===== config.mk =====
export PLATFORM = sky130hd
export DESIGN_NAME = alu_seq_flat
export DESIGN_NICKNAME = d
export VERILOG_FILES = /design/src/rtl/alu_seq_if.sv /design/src/rtl/alu_seq.sv /design/src/flat_wrapper.sv
export SDC_FILE = /design/constraint.sdc
export NUM_CORES = 1
export LEC_CHECK = 0
export BUFFER_PORTS_ARGS = -buffer_cell sky130_fd_sc_hd__clkbuf_2
export CAP_MARGIN = 25
export CELL_PAD_IN_SITES_DETAIL_PLACEMENT = 0
export CELL_PAD_IN_SITES_GLOBAL_PLACEMENT = 1
export CORE_MARGIN = 8
export CORE_UTILIZATION = 34
export DETAILED_ROUTE_END_ITERATION = 7
export PLACE_DENSITY_LB_ADDON = 0.1
export SYNTH_ARGS = -nofsm -noshare
export SYNTH_HDL_FRONTEND = slang
export SYNTH_SLANG_ARGS = --single-unit

===== constraint.sdc =====
create_clock -name clk -period 3.64 [get_ports clk]
set_input_delay 0.728 -clock clk [delete_from_list [all_inputs] [get_ports clk]]
set_output_delay 0.728 -clock clk [all_outputs]
set_load 0.05 [all_outputs]

===== src/rtl/alu_seq_if.sv =====
// Operand/result bus for alu_seq: start strobe, operands and opcode in; registered result, flags and status out.
interface alu_seq_if #(
  parameter int N = 8
) ();
  logic         start;
  logic [3:0]   func;
  logic [N-1:0] a;
  logic [N-1:0] b;
  logic         busy;
  logic         done;
  logic [N-1:0] result;
  logic [3:0]   flags;

  modport master (
    output start, func, a, b,
    input  busy, done, result, flags
  );

  modport slave (
    input  start, func, a, b,
    output busy, done, result, flags
  );
endinterface


===== src/rtl/alu_seq.sv =====
// Registered picoMIPS ALU: single-cycle logic/arith/shift ops, optional shift-add multiplier.
// Define ALU_MUL_EN to build the multi-cycle MUL path; otherwise func 11 acts as RA.
module alu_seq #(
  parameter int N = 8
) (
  input  logic      clk,
  input  logic      nReset,
  alu_seq_if.slave  bus
);
  localparam int SW = $clog2(N);

  typedef enum logic [3:0] {
    OP_RA  = 4'd0,
    OP_RB  = 4'd1,
    OP_ADD = 4'd2,
    OP_SUB = 4'd3,
    OP_AND = 4'd4,
    OP_OR  = 4'd5,
    OP_XOR = 4'd6,
    OP_NOR = 4'd7,
    OP_SHL = 4'd8,
    OP_SHR = 4'd9,
    OP_ASR = 4'd10,
    OP_MUL = 4'd11
  } op_t;

  logic [SW-1:0] sh;
  logic [N:0]    sum;
  logic [N:0]    diff;
  logic [N:0]    shl_w;
  logic [N:0]    shr_w;
  logic [N:0]    asr_w;
  logic [N-1:0]  res_c;
  logic          c_c;
  logic          v_c;
  logic [3:0]    flags_c;

  logic          done_r;
  logic [N-1:0]  result_r;
  logic [3:0]    flags_r;

  // Shifts run on an (N+1)-bit window so the last bit shifted out lands in a fixed position.
  always_comb begin
    sh    = bus.b[SW-1:0];
    sum   = {1'b0, bus.a} + {1'b0, bus.b};
    diff  = {1'b0, bus.a} - {1'b0, bus.b};
    shl_w = {1'b0, bus.a} << sh;
    shr_w = {bus.a, 1'b0} >> sh;
    asr_w = $signed({bus.a, 1'b0}) >>> sh;
    res_c = bus.a;
    c_c   = 1'b0;
    v_c   = 1'b0;
    case (bus.func)
      OP_RB:  res_c = bus.b;
      OP_ADD: begin
        res_c = sum[N-1:0];
        c_c   = sum[N];
        v_c   = (bus.a[N-1] == bus.b[N-1]) && (sum[N-1] != bus.a[N-1]);
      end
      OP_SUB: begin
        res_c = diff[N-1:0];
        c_c   = ~diff[N];
        v_c   = (bus.a[N-1] != bus.b[N-1]) && (diff[N-1] != bus.a[N-1]);
      end
      OP_AND: res_c = bus.a & bus.b;
      OP_OR:  res_c = bus.a | bus.b;
      OP_XOR: res_c = bus.a ^ bus.b;
      OP_NOR: res_c = ~(bus.a | bus.b);
      OP_SHL: begin
        res_c = shl_w[N-1:0];
        c_c   = shl_w[N];
      end
      OP_SHR: begin
        res_c = shr_w[N:1];
        c_c   = shr_w[0];
      end
      OP_ASR: begin
        res_c = asr_w[N:1];
        c_c   = asr_w[0];
      end
      default: res_c = bus.a;
    endcase
    flags_c = {c_c, v_c, res_c[N-1], ~|res_c};
  end

`ifdef ALU_MUL_EN
  typedef enum logic {IDLE, MUL} state_t;

  state_t          state;
  logic            busy_r;
  logic [SW-1:0]   cnt;
  logic [2*N-1:0]  mcand;
  logic [N-1:0]    mplier;
  logic [2*N-1:0]  acc;
  logic [2*N-1:0]  acc_step;

  always_comb begin
    acc_step = mplier[0] ? (acc + mcand) : acc;
  end

  always_ff @(posedge clk) begin
    if (!nReset) begin
      state    <= IDLE;
      busy_r   <= 1'b0;
      done_r   <= 1'b0;
      result_r <= '0;
      flags_r  <= '0;
      cnt      <= '0;
      mcand    <= '0;
      mplier   <= '0;
      acc      <= '0;
    end else begin
      done_r <= 1'b0;
      case (state)
        IDLE: begin
          if (bus.start) begin
            if (bus.func == OP_MUL) begin
              mcand  <= {{N{1'b0}}, bus.a};
              mplier <= bus.b;
              acc    <= '0;
              cnt    <= '0;
              busy_r <= 1'b1;
              state  <= MUL;
            end else begin
              result_r <= res_c;
              flags_r  <= flags_c;
              done_r   <= 1'b1;
            end
          end
        end
        MUL: begin
          acc    <= acc_step;
          mcand  <= mcand << 1;
          mplier <= mplier >> 1;
          cnt    <= cnt + 1'b1;
          // The final step's sum is written straight to the outputs, not via acc.
          if (cnt == SW'(N - 1)) begin
            result_r <= acc_step[N-1:0];
            flags_r  <= {1'b0, |acc_step[2*N-1:N], acc_step[N-1], ~|acc_step[N-1:0]};
            done_r   <= 1'b1;
            busy_r   <= 1'b0;
            state    <= IDLE;
          end
        end
      endcase
    end
  end

  assign bus.busy = busy_r;
`else
  always_ff @(posedge clk) begin
    if (!nReset) begin
      done_r   <= 1'b0;
      result_r <= '0;
      flags_r  <= '0;
    end else begin
      done_r <= 1'b0;
      if (bus.start) begin
        result_r <= res_c;
        flags_r  <= flags_c;
        done_r   <= 1'b1;
      end
    end
  end

  assign bus.busy = 1'b0;
`endif

  assign bus.done   = done_r;
  assign bus.result = result_r;
  assign bus.flags  = flags_r;
endmodule


===== src/flat_wrapper.sv =====
// flat-port wrapper written by rule: the top's interface ports become plain ports
module alu_seq_flat 
#(
  parameter int N = 8
)
  (clk, nReset, bus_start, bus_func, bus_a, bus_b, bus_busy, bus_done, bus_result, bus_flags);
  alu_seq_if #(.N(N)) bus_i ();
  input  logic clk;
  input  logic nReset;
  input wire logic [$bits(bus_i.start)-1:0] bus_start;
  input wire logic [$bits(bus_i.func)-1:0] bus_func;
  input wire logic [$bits(bus_i.a)-1:0] bus_a;
  input wire logic [$bits(bus_i.b)-1:0] bus_b;
  output wire logic [$bits(bus_i.busy)-1:0] bus_busy;
  output wire logic [$bits(bus_i.done)-1:0] bus_done;
  output wire logic [$bits(bus_i.result)-1:0] bus_result;
  output wire logic [$bits(bus_i.flags)-1:0] bus_flags;
  assign bus_i.start = bus_start;
  assign bus_i.func = bus_func;
  assign bus_i.a = bus_a;
  assign bus_i.b = bus_b;
  assign bus_busy = bus_i.busy;
  assign bus_done = bus_i.done;
  assign bus_result = bus_i.result;
  assign bus_flags = bus_i.flags;
  alu_seq #(.N(N)) u_core (.clk(clk), .nReset(nReset), .bus(bus_i));
endmodule

After elaboration in Yosys (flattened, before gate mapping)
Index checks and enable logic that the tools add are counted.
{"block": "totals", "ff_bits": 13, "out_inout_bits": 14, "word_cells": 35, "input_bits": 23}
{"block": "classes", "addsub": 2, "n_reduce_logical": 4, "n_mux": 4, "bitwise": 5, "n_shift": 3, "eq_ne": 14}
{"op": "$pmux W8 S10", "count": 1}
{"op": "$eq A4 B3 Y1 const B", "count": 4}
{"op": "$eq A4 B4 Y1 const B", "count": 3}
{"op": "$add A8 B8 Y9", "count": 1}
{"op": "$shl A8 B3 Y9", "count": 1}
{"op": "$shr A9 B3 Y9", "count": 1}
{"op": "$sshr A9 B3 Y9", "count": 1}
{"op": "$sub A8 B8 Y9", "count": 1}
{"op": "$and A8 B8 Y8", "count": 1}
{"op": "$eq A4 B2 Y1 const B", "count": 2}
{"op": "$not A8 Y8", "count": 1}
{"op": "$or A8 B8 Y8", "count": 1}
{"op": "$reduce_or A8 Y1", "count": 1}
{"op": "$xor A8 B8 Y8", "count": 1}
{"op": "$pmux W1 S5", "count": 1}
{"op": "$eq A4 B1 Y1 const B", "count": 1}
{"op": "$ne A1 B1 Y1", "count": 3}
{"op": "$logic_and A1 B1 Y1", "count": 2}
{"op": "$pmux W1 S2", "count": 1}
{"op": "$eq A1 B1 Y1", "count": 1}
{"op": "$logic_not A1 Y1", "count": 1}
{"op": "$mux W1", "count": 1}
{"op": "$not A1 Y1", "count": 1}

Depth between registers and ports, before layout
{"block": "depth", "word_depth": 5, "ltp_mapped": 10, "depth_no_buf": 10}

Least setup slack after synthesis
OpenSTA, ideal clock, no wires.
{"block": "synth_path", "kind": "input to register", "from": "input bus_b[1]", "to": "register u_core.flags_r[1], in the netlist u_core.bus.flags[1]", "n_path_buf": 1, "slack_ns": 0.679, "cell_stages": 10, "arrival_ns": 2.891, "setup_ns": 0.070, "path_cell_list": "buf_2 inv_1 ha_1 o21bai_1 nor4b_1 o31a_1 nand2_1 and4_4 or4b_1 a21boi_1"}
{"block": "synth_between", "elab_chain_len": 2, "elab_cells_between_ends": 6}
{"element": "from (decl)", "line_no": "flat_wrapper.sv:13", "text": "input wire logic [$bits(bus_i.b)-1:0] bus_b;"}
{"element": "$sub A8 B8 Y9, or another cell as far along", "line_no": "alu_seq.sv:46", "text": "diff = {1'b0, bus.a} - {1'b0, bus.b};"}
{"element": "$pmux W8 S10 *", "line_no": "alu_seq.sv:53", "text": "case (bus.func)"}
{"element": "to (signal assigned)", "line_no": "alu_seq.sv:160", "text": "flags_r <= flags_c;"}
{"element": "to (decl)", "line_no": "alu_seq.sv:40", "text": "logic [3:0] flags_r;"}
Mark *: on every way between the ends. The rest lies on a longest branch, timed or not.
A chain may end at the register's enable or synchronous reset.

Final worst setup path
Ends and elaborated chain as after synthesis.

==> out/summary.txt <==
Status = finished, final reports clean
Unrepaired setup endpoints after global routing = false
Setup violators final = 0
Nets@finish = 429
DR iter-0 viols = 240
Worst-Skew Late Latency = 0.24 ns
Max rail drop VDD = 0.112 mV
Post-CTS Setup Inserts = 0
Hold/Removal Path Class = reg2reg
Critical path's largest stage delay = 0.51 ns
Yosys reg bits = 12
Fillers = 792
Die ar. = 0.0107 sq mm
Wirelength per Cell = 20.6 um
CP max stage cell = or4b_1
Lkg Pwr = 1.31 nW
Total congestion overflow = 0
Startpoint Class = primary input
Post-place instance area = 0.00291 sq mm
Top cell type's share of synthesized area = 0.120
Pin count of the biggest net entering global routing = 24
Buf+Inv Stages, Crit Path = 2
Fin. Hold Viols = 0
Ranking of synthesized cells by area = ha_1, dfxtp_1, mux4_2
Number of global-route vias before repair = 2730
Slew headroom = 0.518
Number of flops mapped to enable cells by yosys = 0
Post-route cell area = 0.00297 sq mm
Share of cells above drive strength 1 = 0.193
Slew Limit Fails = 0
Die width = 103 um
Die Span Y = 103 um
Root Driver = clkbuf_8
Max Buffers Root-to-Sink = 2
# hold bufs at CTS = 0
Pwr/cell area = 228 mW/mm^2
First-pass GRT wire length = 15400 um
Core Region = 0.00757 sq mm
Cell Chain, Critical Path = clkbuf_2, inv_1, ha_1, o21bai_1, nor4b_1, o31a_1, nand2_1, and4_4, or4b_1, a21boi_1
Critical Path RT = 3.81 ns
WL final = 9860 um
WS Path Type = in2reg
Post_cts resized = 0
Reg2reg start = u_core.bus.flags[3]
Tcrit/Tclk final = 0.870
Drc violations = 0
H-tree Lvls = 1
Final min period = 3.17 ns
Ys Warns = 0
DR vias = 2897
Initial antenna violation count = 0
Setup Skew = 0 ns
Most frequent cells after synthesis = inv_1, nor2_1, ha_1
DP HPWL = 7680 um
Std-Cell Rows = 32
Crit path capture type = flop
Mapped Cells = 348
Max Clk Rate = 316 MHz
Setup crit start = bus_b[1]
Hold_sp = u_core.bus.result[2]
Drt first pass iters = 5
Crit Path Max Fanout = 12
Mapped cell area = 0.00260 sq mm
# IOs = 37
I/O Buffers = 35
Asr flop ratio synth = 0
Most common cell in the synthesized netlist = inv_1
Clock sinks = 12
Mean Syn Cell Area = 7.48 sq um
Critical path arrival = 3.34 ns
Setup_tns = 0 ns
Total CTS buffers = 3
Max-Cap Viols = 0
Via density = 6.04
CP top delay family = simple AND/OR/NAND/NOR gates
P&R area growth vs syn = 13.9%
GRT Total Usage = 0.187
Worst slew pin tran = 0.705 ns
Ys flop type = dfxtp_1
N_diodes = 0
Antenna-violating nets left = 0
Clk pin slew, worst setup/hold paths = 0.05 ns
Syn Nets = 398
TritonCTS clock tree = done
Distinct cells, synth = 76
Seq/Total Area, Yosys = 0.0923
Gpl congestion = 0.941
Largest area contributor in the netlist = ha_1
Initial core utilization = 0.344
## cells in the final DEF, fill, tap and decap left out, types with 3 or more instances in the layout
cell	count
clkbuf_2	35
inv_1	28
nor2_1	26
ha_1	25
o21ai_0	19
a21oi_1	18
nand2_1	17
buf_4	16
nor2b_1	13
mux2i_1	12
dfxtp_1	12
a211oi_1	9
nor3_1	9
and3_1	8
nand3_1	6
nand2b_1	6
mux4_2	6
and2_1	6
o211ai_1	5
o21ai_1	4
o32ai_1	4
a22o_1	4
clkbuf_8	4
or2_2	3
o22ai_1	3
a32oi_1	3
o21a_1	3
mux2_2	3
nand4_1	3
a211o_1	3
nor3b_1	3
o31ai_1	3
a22oi_1	3
## flip-flops by register name (all words and copies together) (netlist names)
signal	cells
u_core.bus.done	1
u_core.bus.flags	4
u_core.bus.result	7
## cell type report
type	count	area, sq um	area share
Multi-Input combinational cell	283	2140	0.722
Tap cell	102	128	0.0430
Timing Repair Buffer	51	295	0.0996
Sequential cell	12	240	0.0810
Inverter	28	105	0.0354
Clock buffer	4	55.1	0.0186
## stage by stage
| stage | hold slack [ns] | power, W | setup slack [ns] | std cells | utilization |
|---|---|---|---|---|---|
| after floorplan | 0.701 | 0.000413 | 0.679 | 348 | - |
| after global placement | 0.463 | 0.000529 | 0.357 | 476 | 0.385 |
| after detailed placement | 0.470 | 0.000527 | 0.295 | 476 | 0.385 |
| after CTS | 0.483 | 0.000676 | 0.527 | 480 | 0.392 |
| after global routing | 0.523 | 0.000720 | 0.359 | 480 | 0.392 |
| final | 0.481 | 0.000676 | 0.473 | 480 | 0.392 |
## routing by layer
layer  GRT usage  vias up  share of wire
li1            -     1358              -
met1       0.253     1393           0.45
met2       0.287      124           0.44
met3      0.0308       22          0.066
met4      0.0756        0          0.037
met5           0        -              0
## worst paths after layout
check	cells past startpoint	to	slack, ns
max reg2reg	2	u_core.bus.flags[3]	2.92
min	1	u_core.bus.result[2]	0.48
min reg2reg	1	u_core.bus.result[2]	0.48
max	10	u_core.bus.flags[1]	0.47
## cells by family after synthesis
| kind of cell | after synthesis | share of synthesized area |
|---|---|---|
| fa+ha+maj | 27 | 0.136 |
| compound gates | 109 | 0.294 |
| buf+inv | 53 | 0.0846 |
| flops | 12 | 0.0923 |
| mux | 21 | 0.111 |
| other cells | 1 | 0.00144 |
| xor+xnor | 4 | 0.0135 |
| simple gates | 121 | 0.267 |
## power by group
part / leakage [nW] / internal (W) / switching [W]
combinational: 1.18 / 0.000141 / 0.000244
sequential: 0.0988 / 0.000141 / 0.00000440
clock: 0.0288 / 0.0000956 / 0.0000502
total: 1.31 / 0.000377 / 0.000298
## worst register-to-register path: cells and delay by family, from the launching register on
kind               cells  cell delay, ns
DFF                    1            0.30
AOI/OAI and AO/OA      2            0.28
(Power assumes the default switching activity.)
